<file path="src/rtl/rdoq_rate_scheduler.sv">
// RDOQ rate scheduler: walks one coefficient group through fetch -> accumulate -> collect,
// reporting each per-coefficient rate and a saturating CG rate total.
module rdoq_rate_scheduler #(
  parameter int NUM_COEFF = 16,
  parameter int RATE_W    = 32,
  parameter int TOT_W     = 36
) (
  input  logic                           clk,
  input  logic                           rst,
  input  logic                           cg_start,
  input  logic [$clog2(NUM_COEFF+1)-1:0] cg_num_coeff,
  input  logic                           cg_abort,
  output logic                           coef_req,
  output logic [$clog2(NUM_COEFF)-1:0]   coef_idx,
  input  logic                           coef_vld,
  input  logic [RATE_W-1:0]              coef_sign_bits,
  input  logic [RATE_W-1:0]              coef_suffix_bits,
  input  logic [RATE_W-1:0]              coef_ctx_bits,
  input  logic [1:0]                     coef_level_case,
  output logic                           acc_start,
  output logic [RATE_W-1:0]              acc_sign_bit_cost,
  output logic [RATE_W-1:0]              acc_suffix_bits,
  output logic [RATE_W-1:0]              acc_context_bits,
  output logic [1:0]                     acc_level_case,
  input  logic [RATE_W-1:0]              acc_irate,
  input  logic                           acc_done,
  output logic                           rate_vld,
  output logic [$clog2(NUM_COEFF)-1:0]   rate_idx,
  output logic [RATE_W-1:0]              rate_val,
  output logic [TOT_W-1:0]               cg_rate_total,
  output logic                           cg_sat,
  output logic                           cg_done,
  output logic                           busy
);

  localparam int NW = $clog2(NUM_COEFF+1);
  localparam int IW = $clog2(NUM_COEFF);
  localparam int SW = TOT_W + 1;
  localparam logic [NW-1:0] MAX_N = NW'(NUM_COEFF);

  typedef enum logic [2:0] {
    S_IDLE,
    S_REQ,
    S_LAUNCH,
    S_WAIT,
    S_FINISH
  } state_t;

  state_t        state;
  logic [NW-1:0] num_q;
  logic [IW-1:0] idx;
  logic [NW-1:0] n_clamp;
  logic          last_coef;
  logic [SW-1:0] sum_ext;

  always_comb begin
    n_clamp   = (cg_num_coeff > MAX_N) ? MAX_N : cg_num_coeff;
    last_coef = ((NW'(idx) + NW'(1)) == num_q);
    // one extra bit catches overflow; a saturated total stays all-ones
    sum_ext   = {1'b0, cg_rate_total} + SW'(acc_irate);
  end

  // handshake strobes are gated by abort so they drop in the abort cycle itself
  assign coef_req  = (state == S_REQ)    && !cg_abort;
  assign acc_start = (state == S_LAUNCH) && !cg_abort;
  assign cg_done   = (state == S_FINISH) && !cg_abort;
  assign busy      = (state != S_IDLE);
  assign coef_idx  = idx;

  always_ff @(posedge clk or posedge rst) begin
    if (rst) begin
      state             <= S_IDLE;
      num_q             <= '0;
      idx               <= '0;
      acc_sign_bit_cost <= '0;
      acc_suffix_bits   <= '0;
      acc_context_bits  <= '0;
      acc_level_case    <= '0;
      rate_vld          <= 1'b0;
      rate_idx          <= '0;
      rate_val          <= '0;
      cg_rate_total     <= '0;
      cg_sat            <= 1'b0;
    end else begin
      rate_vld <= 1'b0;
      if (state != S_IDLE && cg_abort) begin
        state <= S_IDLE;
      end else begin
        case (state)
          S_IDLE: begin
            if (cg_start) begin
              num_q         <= n_clamp;
              idx           <= '0;
              cg_rate_total <= '0;
              cg_sat        <= 1'b0;
              state         <= (n_clamp == '0) ? S_FINISH : S_REQ;
            end
          end
          S_REQ: begin
            if (coef_vld) begin
              acc_sign_bit_cost <= coef_sign_bits;
              acc_suffix_bits   <= coef_suffix_bits;
              acc_context_bits  <= coef_ctx_bits;
              acc_level_case    <= coef_level_case;
              state             <= S_LAUNCH;
            end
          end
          S_LAUNCH: state <= S_WAIT;
          S_WAIT: begin
            if (acc_done) begin
              rate_val <= acc_irate;
              rate_idx <= idx;
              rate_vld <= 1'b1;
              if (sum_ext[TOT_W]) begin
                cg_rate_total <= '1;
                cg_sat        <= 1'b1;
              end else begin
                cg_rate_total <= sum_ext[TOT_W-1:0];
              end
              if (last_coef) begin
                state <= S_FINISH;
              end else begin
                idx   <= idx + IW'(1);
                state <= S_REQ;
              end
            end
          end
          S_FINISH: state <= S_IDLE;
          default:  state <= S_IDLE;
        endcase
      end
    end
  end

endmodule

</file>
<file path="config.mk">
export PLATFORM = sky130hd
export DESIGN_NAME = rdoq_rate_scheduler
export DESIGN_NICKNAME = d
export VERILOG_FILES = /design/src/rtl/rdoq_rate_scheduler.sv
export SDC_FILE = /design/constraint.sdc
export NUM_CORES = 1
export LEC_CHECK = 0
export CORE_MARGIN = 1.5
export CORE_UTILIZATION = 51
export CTS_BUF_LIST = sky130_fd_sc_hd__clkbuf_2
export DETAILED_ROUTE_END_ITERATION = 8
export PLACE_DENSITY = 0.95
export SLEW_MARGIN = 20
export SYNTH_ARGS = -nofsm -noshare
export SYNTH_HDL_FRONTEND = slang
export SYNTH_SLANG_ARGS = --single-unit
</file>
<file path="constraint.sdc">
create_clock -name clk -period 9.2 [get_ports clk]
set_input_delay 1.38 -clock clk [delete_from_list [all_inputs] [get_ports clk]]
set_output_delay 1.38 -clock clk [all_outputs]
set_load 0.05 [all_outputs]
</file>
==> reports/metrics.yaml <==
detailed_routing:
  route.antenna.remaining_nets: 0
  drt_pass1_iterations: 5
  top_signal_layer_used: "met5"
  met3RoutedLength_mm: 1.95
  wl_mm: 26.3
  route.detailed.wl_per_inst_um: 18.4
  drt-initial-drc-count: 356
  wl_met2_mm: 13.5
  drc: 0
  detailroute.via_count: 7729
  routed_via_density: 5.42
  route.layer.met1.wl_mm: 10.0
clock_network:
  clkSlewWorstSetupHoldPaths_ns: 0.27
  cts_setup_buffers: 0
  cts_made_buffers: 17
  tritoncts: "yes"
  cts.sinks: 184
  cts.htree.levels: 4
  worstSkewPairLatency_ns: 0.76
  clock_tree.root_cell: "sky130_fd_sc_hd__clkbuf_2"
  cts_hold_buf: 0
  post_cts_resized: 0
  clk_path_buf_depth: 2
power_and_ir_drop:
  comb_power_share: 0.586
  vdd_ir_drop_max_v: 0.000315
  seq_power_share: 0.313
  power_per_cell_area_mw_per_mm2: 327
  post-layout-total-power_mw: 4.17
  power_switching_share: 0.498
  internal_power_mw: 2.09
  p_switching_mw: 2.08
  leakagePower_nw: 5.72
  power_share_of_the_clock_group: 0.101
synthesis:
  post_synth_main_area_contributors: "sky130_fd_sc_hd__dfrtp_1 (50%), sky130_fd_sc_hd__mux2_2 (12%), sky130_fd_sc_hd__nand2_1 (8.4%)"
  synth_fp_nets: 1054
  synth_area_per_cell_um2: 10.4
  post-synth-top-count-cell: "sky130_fd_sc_hd__nand2_1"
  synthAdderAreaFrac: 0.0473
  synth_sequential_area_ratio: 0.503
  post_synth_xor_area_fraction: 0.0297
  async_reset_ff_frac: 1.00
  post-synth-top-area-cell: "sky130_fd_sc_hd__dfrtp_1"
  post-synth-top-area-fraction: 0.503
  cell_types_with_the_highest_counts_after_synthesis: "sky130_fd_sc_hd__nand2_1 (206), sky130_fd_sc_hd__dfrtp_1 (184), sky130_fd_sc_hd__mux2_2 (101), sky130_fd_sc_hd__a21oi_1 (43), sky130_fd_sc_hd__o21ai_0 (43)"
  synth-edff-count: 0
  synthCells: 879
  post_synth_instance_area_mm2: 0.00916
  synthFlopType: "sky130_fd_sc_hd__dfrtp_1"
  yosysWarnings: 0
  synth.distinct_cells: 68
  synth-compound-area-share: 0.121
  multiplexer_share_of_the_synthesized_area: 0.126
  synth_top_family_by_area: "simple AND/OR/NAND/NOR gates"
  ys_ff_latch: 184
  synth_simple_gate_area_frac: 0.143
final_layout:
  final-instance-count-excl-fill: 1427
  layout-area-overhead-vs-synth_pct: 39.3
  fin_nets: 1358
  final.fill_count: 1205
  footprint_of_the_multi_input_gates_mm2: 0.00429
  seqCellArea_mm2: 0.00460
  drive_gt1_frac: 0.134
floorplanning:
  dieArea_mm2: 0.0188
  boundaryPins: 321
  core_area_mm2: 0.0174
  floorplan.rows: 48
  floorplan.initialDensity: 0.526
  die-height_um: 137
  die_width_um: 137
global_routing:
  antenna_found_initial: 7
  grt_use_total: 0.282
  vias_in_the_first_global_route: 7766
  globalRoute.totalOverflow: 0
  first_pass_grt_wire_length_mm: 40.6
  maximum_number_of_pins_on_one_net_before_global_route_repair: 127
worst_setup_path:
  timing.setup.critical_path_class: "primary input to output pin"
  timing.critical_path.fanout_max: 5
  reg2reg_to: "cg_rate_total[30]$_DFFE_PP0P_"
  worst_r2r_startpoint: "cg_rate_total[0]$_DFFE_PP0P_"
  critPathSlowestCell: "sky130_fd_sc_hd__clkdlybuf4s50_1"
  crit_path_max_incr_delay_ns: 0.83
  timing.critical_path.arrival_ns: 3.24
  timing.critical_path.buf_inv: 2
  timing.reg2reg.setup_slack_ns: 6.15
  critical_path.most_common_cell: "sky130_fd_sc_hd__clkdlybuf4s50_1"
  worstPathRequired_ns: 7.82
  cpLargestDelayFamily: "buffers and inverters"
  start_kind: "primary input"
  r2r_cells: 10
  crit_chain: "clkdlybuf4s50_1 > or2_2 > nor3b_1 > clkdlybuf4s50_1"
  worst_setup_path_end_kind: "output pin"
timing:
  min_period_over_period: 0.502
  relative_slew_slack: 0.392
  post-route-worst-setup-slack_ns: 4.58
  setup_repair_after_global_routing_missed_its_margin: "no"
  worst_slew_pin_slew_ns: 0.909
  fin_tns_setup_ns: 0
  fin_worst_skew_ns: 0.0307
  setup_viol: 0
  maxClockFrequency_mhz: 216
  finalHoldViolCount: 0
  shortest_clock_period_the_worst_path_allows_after_layout_ns: 4.62
  timing_max_transition_violations_final: 0
  timing.hold.ws_ns: 0.513
worst_hold_path:
  worst_hold_path_type: "register to register"
  worst_hold_startpoint: "rate_val[12]$_DFFE_PP0P_"
  worst_hold_path.endpoint: "rate_val[12]$_DFFE_PP0P_"
  worst_hold_path.num_cells: 2
placement:
  globalplace.congestion: 0.879
  numPlacedInstances: 1389
  place_worst_setup_slack_ns: 4.59
  detailed_place_hpwl_mm: 19.7
  io_buffers: 320
outcome:
  status: "complete, no violations"
flow_run:
  drv_cap: 0
==> power groups by stage <==
stage	Clock, mW	Sequential, mW	Combinational, mW
after floorplan	0	2.37	0.542
after global placement	0	1.29	2.41
after detailed placement	0	1.32	2.45
after CTS	0.433	1.30	2.46
after global routing	0.462	1.35	2.56
final	0.421	1.30	2.44
==> layout by cell type (no fill, tap or decap), types with 3 or more instances in the layout <==
master                            instances
sky130_fd_sc_hd__nand3_1                 10
sky130_fd_sc_hd__o21ai_0                 43
sky130_fd_sc_hd__nand4_1                  7
sky130_fd_sc_hd__a211oi_1                 3
sky130_fd_sc_hd__o21ai_1                 20
sky130_fd_sc_hd__nor2b_1                  4
sky130_fd_sc_hd__a31oi_1                  4
sky130_fd_sc_hd__xor2_1                  12
sky130_fd_sc_hd__a21oi_1                 43
sky130_fd_sc_hd__nor3b_1                  4
sky130_fd_sc_hd__inv_8                    4
sky130_fd_sc_hd__nor4_1                   3
sky130_fd_sc_hd__nor3_1                  11
sky130_fd_sc_hd__diode_2                  6
sky130_fd_sc_hd__a21o_1                  13
sky130_fd_sc_hd__xnor2_1                 19
sky130_fd_sc_hd__inv_1                   16
sky130_fd_sc_hd__mux2_2                 101
sky130_fd_sc_hd__nand4b_1                 3
sky130_fd_sc_hd__o211ai_1                 4
sky130_fd_sc_hd__clkinv_4                 4
sky130_fd_sc_hd__nand3b_1                 3
sky130_fd_sc_hd__ha_1                    33
sky130_fd_sc_hd__nand2_1                206
sky130_fd_sc_hd__clkbuf_2                17
sky130_fd_sc_hd__nand2b_1                 7
sky130_fd_sc_hd__dfrtp_1                184
sky130_fd_sc_hd__nor2_1                  30
sky130_fd_sc_hd__clkdlybuf4s50_1        320
sky130_fd_sc_hd__o21bai_1                 7
sky130_fd_sc_hd__inv_6                    3
sky130_fd_sc_hd__buf_4                    5
==> cells by family (layout without fill, tap and decap cells) <==
kind of cell,after synthesis,after routing
xor gates and xnor gates,31,31
AOI/OAI and AO/OA,168,168
DFF,184,184
adders and majority gates,34,34
other,0,6
muxes,103,103
buffers and inverters,58,375
and+or+nand+nor,301,301
==> area by class of cell <==
class / instances / area share
Antenna cell: 6 / 0.00118
Clock buffer: 17 / 0.00667
Sequential cell: 184 / 0.361
Timing Repair Buffer: 325 / 0.254
Multi-Input combinational cell: 637 / 0.337
Clock inverter: 15 / 0.0126
Tap cell: 225 / 0.0221
Inverter: 18 / 0.00589
==> registers in the layout (all words and copies together) (netlist names) <==
name               cells
cg_rate_total         36
acc_context_bits      32
acc_sign_bit_cost     32
acc_suffix_bits       32
rate_val              32
num_q                  5
coef_idx               4
rate_idx               4
state                  3
acc_level_case         2
cg_sat                 1
rate_vld               1
==> how the worst max path moves through the flow <==
stage,slack (ns),start,endpoint,depth (start not counted)
after CTS,4.58,cg_abort,acc_start,4
after detailed placement,4.59,cg_abort,acc_start,4
after floorplan,2.82,rst,acc_context_bits[0]$_DFFE_PP0P_,1
after global placement,4.57,cg_abort,acc_start,4
final,4.58,cg_abort,acc_start,4
after global routing,4.49,cg_abort,acc_start,4
==> metal layers <==
layer,vias up,global-route usage
met5,-,0
met3,48,0.0778
met2,274,0.489
met1,3744,0.326
met4,2,0.121
li1,3661,-
==> stage by stage <==
step                      utilization  instance area, µm²
final                           0.732               12800
after floorplan                     -                9160
after global placement          0.717               12500
after global routing            0.732               12800
after detailed placement        0.717               12500
after CTS                       0.731               12700
==> worst reg2reg max path: stages (launching register included) <==
cell and delay, ns:
sky130_fd_sc_hd__dfrtp_1 0.46, sky130_fd_sc_hd__ha_1 0.23, sky130_fd_sc_hd__fa_1 0.43, sky130_fd_sc_hd__a211oi_1 0.39, sky130_fd_sc_hd__o211ai_1 0.14, sky130_fd_sc_hd__a22oi_2 0.22, sky130_fd_sc_hd__a211oi_2 0.14, sky130_fd_sc_hd__a21oi_2 0.35
sky130_fd_sc_hd__nor2_8 0.19, sky130_fd_sc_hd__nor4_1 0.31, sky130_fd_sc_hd__o21ai_1 0.09
(Power assumes the default switching activity.)
==> RTL change 1: new RTL, config.mk and constraints unchanged <==
Change the parameter `NUM_COEFF` from 16 to 8.
--- a/src/rtl/rdoq_rate_scheduler.sv
+++ b/src/rtl/rdoq_rate_scheduler.sv
@@ -1,7 +1,7 @@
 // RDOQ rate scheduler: walks one coefficient group through fetch -> accumulate -> collect,
 // reporting each per-coefficient rate and a saturating CG rate total.
 module rdoq_rate_scheduler #(
-  parameter int NUM_COEFF = 16,
+  parameter int NUM_COEFF = 8,
   parameter int RATE_W    = 32,
   parameter int TOT_W     = 36
 ) (
Interface: changed (resized cg_num_coeff, coef_idx and rate_idx); port bits go from 321 to 318. No check against the original RTL was run, so the function may have changed too.
==> RTL change 1 against the unedited design <==
  * Design area shrank 1.4%
  * Total power down 1.1%
  * Area after synthesis shrank 0.48%
  * Sequential cell count fell by 3
  * Worst setup slack gained 93 ps
  * Via count grew 1.2%
  * Routed wire length down 0.51%
  * Count of clock-buffer cells in the layout grew 1
  * Critical path type unchanged
  * Critical endpoint is now coef_req
  * Largest cell class unchanged
==> RTL change 1: results <==
set metrics [dict create \
    outcome "finished clean" \
    worst_pin_slew_ps 966 \
    synth_area_leaders "dfrtp_1, mux2_2, nand2_1, ha_1, o21ai_0" \
    finClkSkew_ps 39.3 \
    cts_buffers 17 \
    dr.pass1.iters 6 \
    finalNetCount 1332 \
    synth_common_cells "dfrtp_1, nand2_1, mux2_2" \
    synthDistinctLibCells 74 \
    ir_worst_vdd_v 0.000269 \
    p_int_uw 2080 \
    grt_pass1_wl_um 40000 \
    dp_slack_ps 4500 \
    syn-num-nets 1041 \
    antenna_found_initial 6 \
    grt_use_met2 0.480 \
    grt_max_degree 109 \
    seq_area_frac_synth 0.497 \
    arrival_ps 3150 \
    gp_congestion 0.902 \
    clock_power_uw 436 \
    drive_above_1_share 0.137 \
    gr-usage-met3 0.0552 \
    p_leak_uw 0.00566 \
    crit_path_top_delay_cell "clkdlybuf4s50_1" \
    cp_max_fo 6 \
    grtUsageTotal 0.278 \
    vias_per_cell 5.57 \
    grt_pass1_vias 7629 \
    place_hpwl_um 19600 \
    drtIter0Drc 488 \
    grt.met1_usage 0.323 \
    n_fill_cell 1163 \
    io_buffers 317 \
    min_path_type "reg2reg" \
]
## RTL change 1: cell count changes after synthesis, moves of 11 or more
| cell | delta |
|---|---|
| nand2_1 | -26 |
| buf_4 | +11 |
| buf_2 | -12 |
| o21ai_1 | -12 |
| o21ai_0 | +14 |
## RTL change 1: metrics by stage
stage	utilization	hold slack, ps	instance area [um2]	instances	power (uW)
floorplan	-	453	9110	867	2880
global placement	0.709	459	12300	1364	3640
detailed placement	0.709	462	12300	1364	3710
CTS	0.724	517	12600	1396	4140
global route	0.725	542	12600	1403	4310
finish	0.725	512	12600	1403	4120
## RTL change 1: final timing paths
path,from,slack (ps),end,cells past startpoint
max in group asynchronous,rst,6680,acc_sign_bit_cost[24],3
setup / recovery,cg_abort,4670,coef_req,4
hold reg to reg,rate_val[14],510,rate_val[14],2
setup reg to reg,cg_rate_total[0],5890,cg_rate_total[33],11
min in group asynchronous,rst,1080,rate_val[2],2
hold / removal,rate_val[14],510,rate_val[14],2
## RTL change 1: layout make-up
| class | count | area share |
|---|---|---|
| sequential | 181 | 0.360 |
| multi-input combinational | 625 | 0.336 |
| timing repair buffer | 323 | 0.256 |
| tap | 225 | 0.0224 |
| clock inverter | 14 | 0.0135 |
| clock buffer | 18 | 0.00716 |
| inverter | 10 | 0.00358 |
| antenna | 7 | 0.00139 |
## RTL change 1: cell families after synthesis
kind of cell | count (synthesis) | share of synthesized area
AND/OR/NAND/NOR | 271 | 0.131
AO/OA/AOI/OAI | 188 | 0.130
flip-flops | 181 | 0.497
multiplexers | 99 | 0.122
buffers and inverters | 61 | 0.0397
adder cells (fa/ha/maj) | 34 | 0.0475
XOR/XNOR | 33 | 0.0317
## RTL change 1: metal layers
layer,vias to the layer above,part of all wire
met1,3730,0.38
met2,374,0.50
met5,-,0
met4,0,0.049
met3,78,0.069
li1,3636,-
==> RTL change 2: new RTL, config.mk and constraints unchanged <==
Made on the original files. Add an input register stage for `coef_ctx_bits`; this delays it by one clock. The other inputs are not delayed to match.
--- a/src/rtl/rdoq_rate_scheduler.sv
+++ b/src/rtl/rdoq_rate_scheduler.sv
@@ -45,6 +45,12 @@
     S_WAIT,
     S_FINISH
   } state_t;
+
+  logic [RATE_W-1:0] coef_ctx_bits_q;
+
+  always_ff @(posedge clk) begin
+    coef_ctx_bits_q <= coef_ctx_bits;
+  end
 
   state_t        state;
   logic [NW-1:0] num_q;
@@ -100,7 +106,7 @@
             if (coef_vld) begin
               acc_sign_bit_cost <= coef_sign_bits;
               acc_suffix_bits   <= coef_suffix_bits;
-              acc_context_bits  <= coef_ctx_bits;
+              acc_context_bits  <= coef_ctx_bits_q;
               acc_level_case    <= coef_level_case;
               state             <= S_LAUNCH;
             end
Formal check against the unedited RTL: not equivalent (a bounded check fails within 4 cycles, from zero or initial values and one cycle with rst high).
==> RTL change 2 against the unedited design <==
  * The flow now finishes with violations (DRC)
  * Worst setup slack better by 120 ps
  * Critical path type unchanged
  * Via count grew 5.5%
  * Combinational power rose by 12%
  * Synthesized cell count is 0.34% lower
  * Cell count increased by 4.4%
  * Worst hold slack lost 88 ps
  * Total power increased by 17%
  * Area after synthesis rose by 4.3%
  * Sequential power up 18%
  * Clock power up 47%
  * Routed wire length up 12%
  * Die area grew 4.2%
  * Sequential cell count is 32 higher
  * Design area increased by 5.0%
==> RTL change 2: results <==
set metrics [dict create \
    dr_total_vias 8157 \
    synthDistinctLibCells 61 \
    largest_reg_flops 36 \
    drtIter0Drc 448 \
    dr.pass1.iters 9 \
    violations "DRC" \
    max-slew-margin-rel 0.336 \
    syn-num-nets 1051 \
    ys_warn_count 0 \
    post-place-cells 1394 \
    gp_congestion 0.914 \
    synthArstFlopShare 0.852 \
    grtUsageTotal 0.303 \
    wirelength_um 29600 \
    grt_pass1_vias 8784 \
    dpl-instance-area_um2 12900 \
    grt_max_degree 112 \
    drc 16 \
    cts_resized 0 \
    ys.flop_type "dfrtp_1" \
    outcome "complete, but fails checks" \
    cts_buffer_depth 3 \
    clk_latency_ps 840 \
    grt-ovfl-total 0 \
    crit_path_top_delay_cell "clkdlybuf4s50_1" \
    syn_area_per_cell_um2 10.9 \
    antenna_found_initial 4 \
    drive_above_1_share 0.165 \
    cts_buffers 53 \
    seq_area_frac_synth 0.549 \
    layoutNonFillerInstCount 1490 \
    htreeDepth 2 \
    p_leak_uw 0.00605 \
    max_stage_delay_ps 860 \
    synth_common_cells "nand2_1, dfrtp_1, mux2_2" \
    arrival_ps 3120 \
    p_sw_frac 0.494 \
    ir_worst_vdd_v 0.000289 \
    dp_slack_ps 4730 \
    cp_max_fo 8 \
    synth_area_leaders "dfrtp_1, mux2_2, nand2_1, dfxtp_1, ha_1" \
    min_path_type "reg2reg" \
    grt_pass1_wl_um 46500 \
    finClkSkew_ps 94.4 \
    place_hpwl_um 21000 \
    path_clk_slew_ps 110 \
]
[RTL change 2: cell count changes after synthesis, sizes merged, moves of 4 or more]
cell,delta
o31a,+4
o21ai,-9
a211oi,+6
nand2,-13
buf,-10
nor3b,-4
inv,-7
clkbuf,+7
dfxtp,+32
[RTL change 2: final cells by class]
class	instances	area [um2]
multi-input combinational	611	4100
clock buffer	79	395
clock inverter	13	57.6
inverter	12	52.6
sequential	216	5250
timing repair buffer	326	3250
tap	229	287
antenna	4	10.0
fill	1217	4750
[RTL change 2: worst paths after layout]
kind                                    start             endpoint  slack (ps)  cells after the start
setup reg to reg             cg_rate_total[0]    cg_rate_total[33]        6160                     10
hold reg to reg            coef_ctx_bits_q[1]  acc_context_bits[1]         430                      1
min in group asynchronous                 rst  acc_context_bits[4]        1100                      2
setup / recovery                     cg_abort              cg_done        4700                      3
max in group asynchronous                 rst             num_q[1]        6540                      3
hold / removal             coef_ctx_bits_q[1]  acc_context_bits[1]         430                      1
[RTL change 2: cells by family (layout without fill, tap and decap cells)]
kind of cell,Yosys count,in the layout,synth area share
fa+ha+maj,34,34,0.0453
other cells,0,4,0
buf+inv,49,430,0.0223
xor+xnor,32,32,0.0293
flops,216,216,0.549
mux,100,100,0.118
simple gates,283,283,0.128
compound gates,162,162,0.108
[RTL change 2: power groups by stage]
stage | registers (uW) | clock network, uW | logic, uW
finish | 1530 | 620 | 2730
global route | 1570 | 682 | 2850
CTS | 1530 | 636 | 2740
detailed placement | 1530 | 0 | 2720
global placement | 1490 | 0 | 2660
floorplan | 2620 | 0 | 651
[RTL change 2: routing by layer]
metal	track usage	part of all wire	vias to the layer above	routed length (um)
met2	0.530	0.51	380	15000
li1	-	-	3753	-
met1	0.327	0.35	3953	10500
met4	0.130	0.034	0	1020
met3	0.118	0.10	71	3060
met5	0	0	-	0
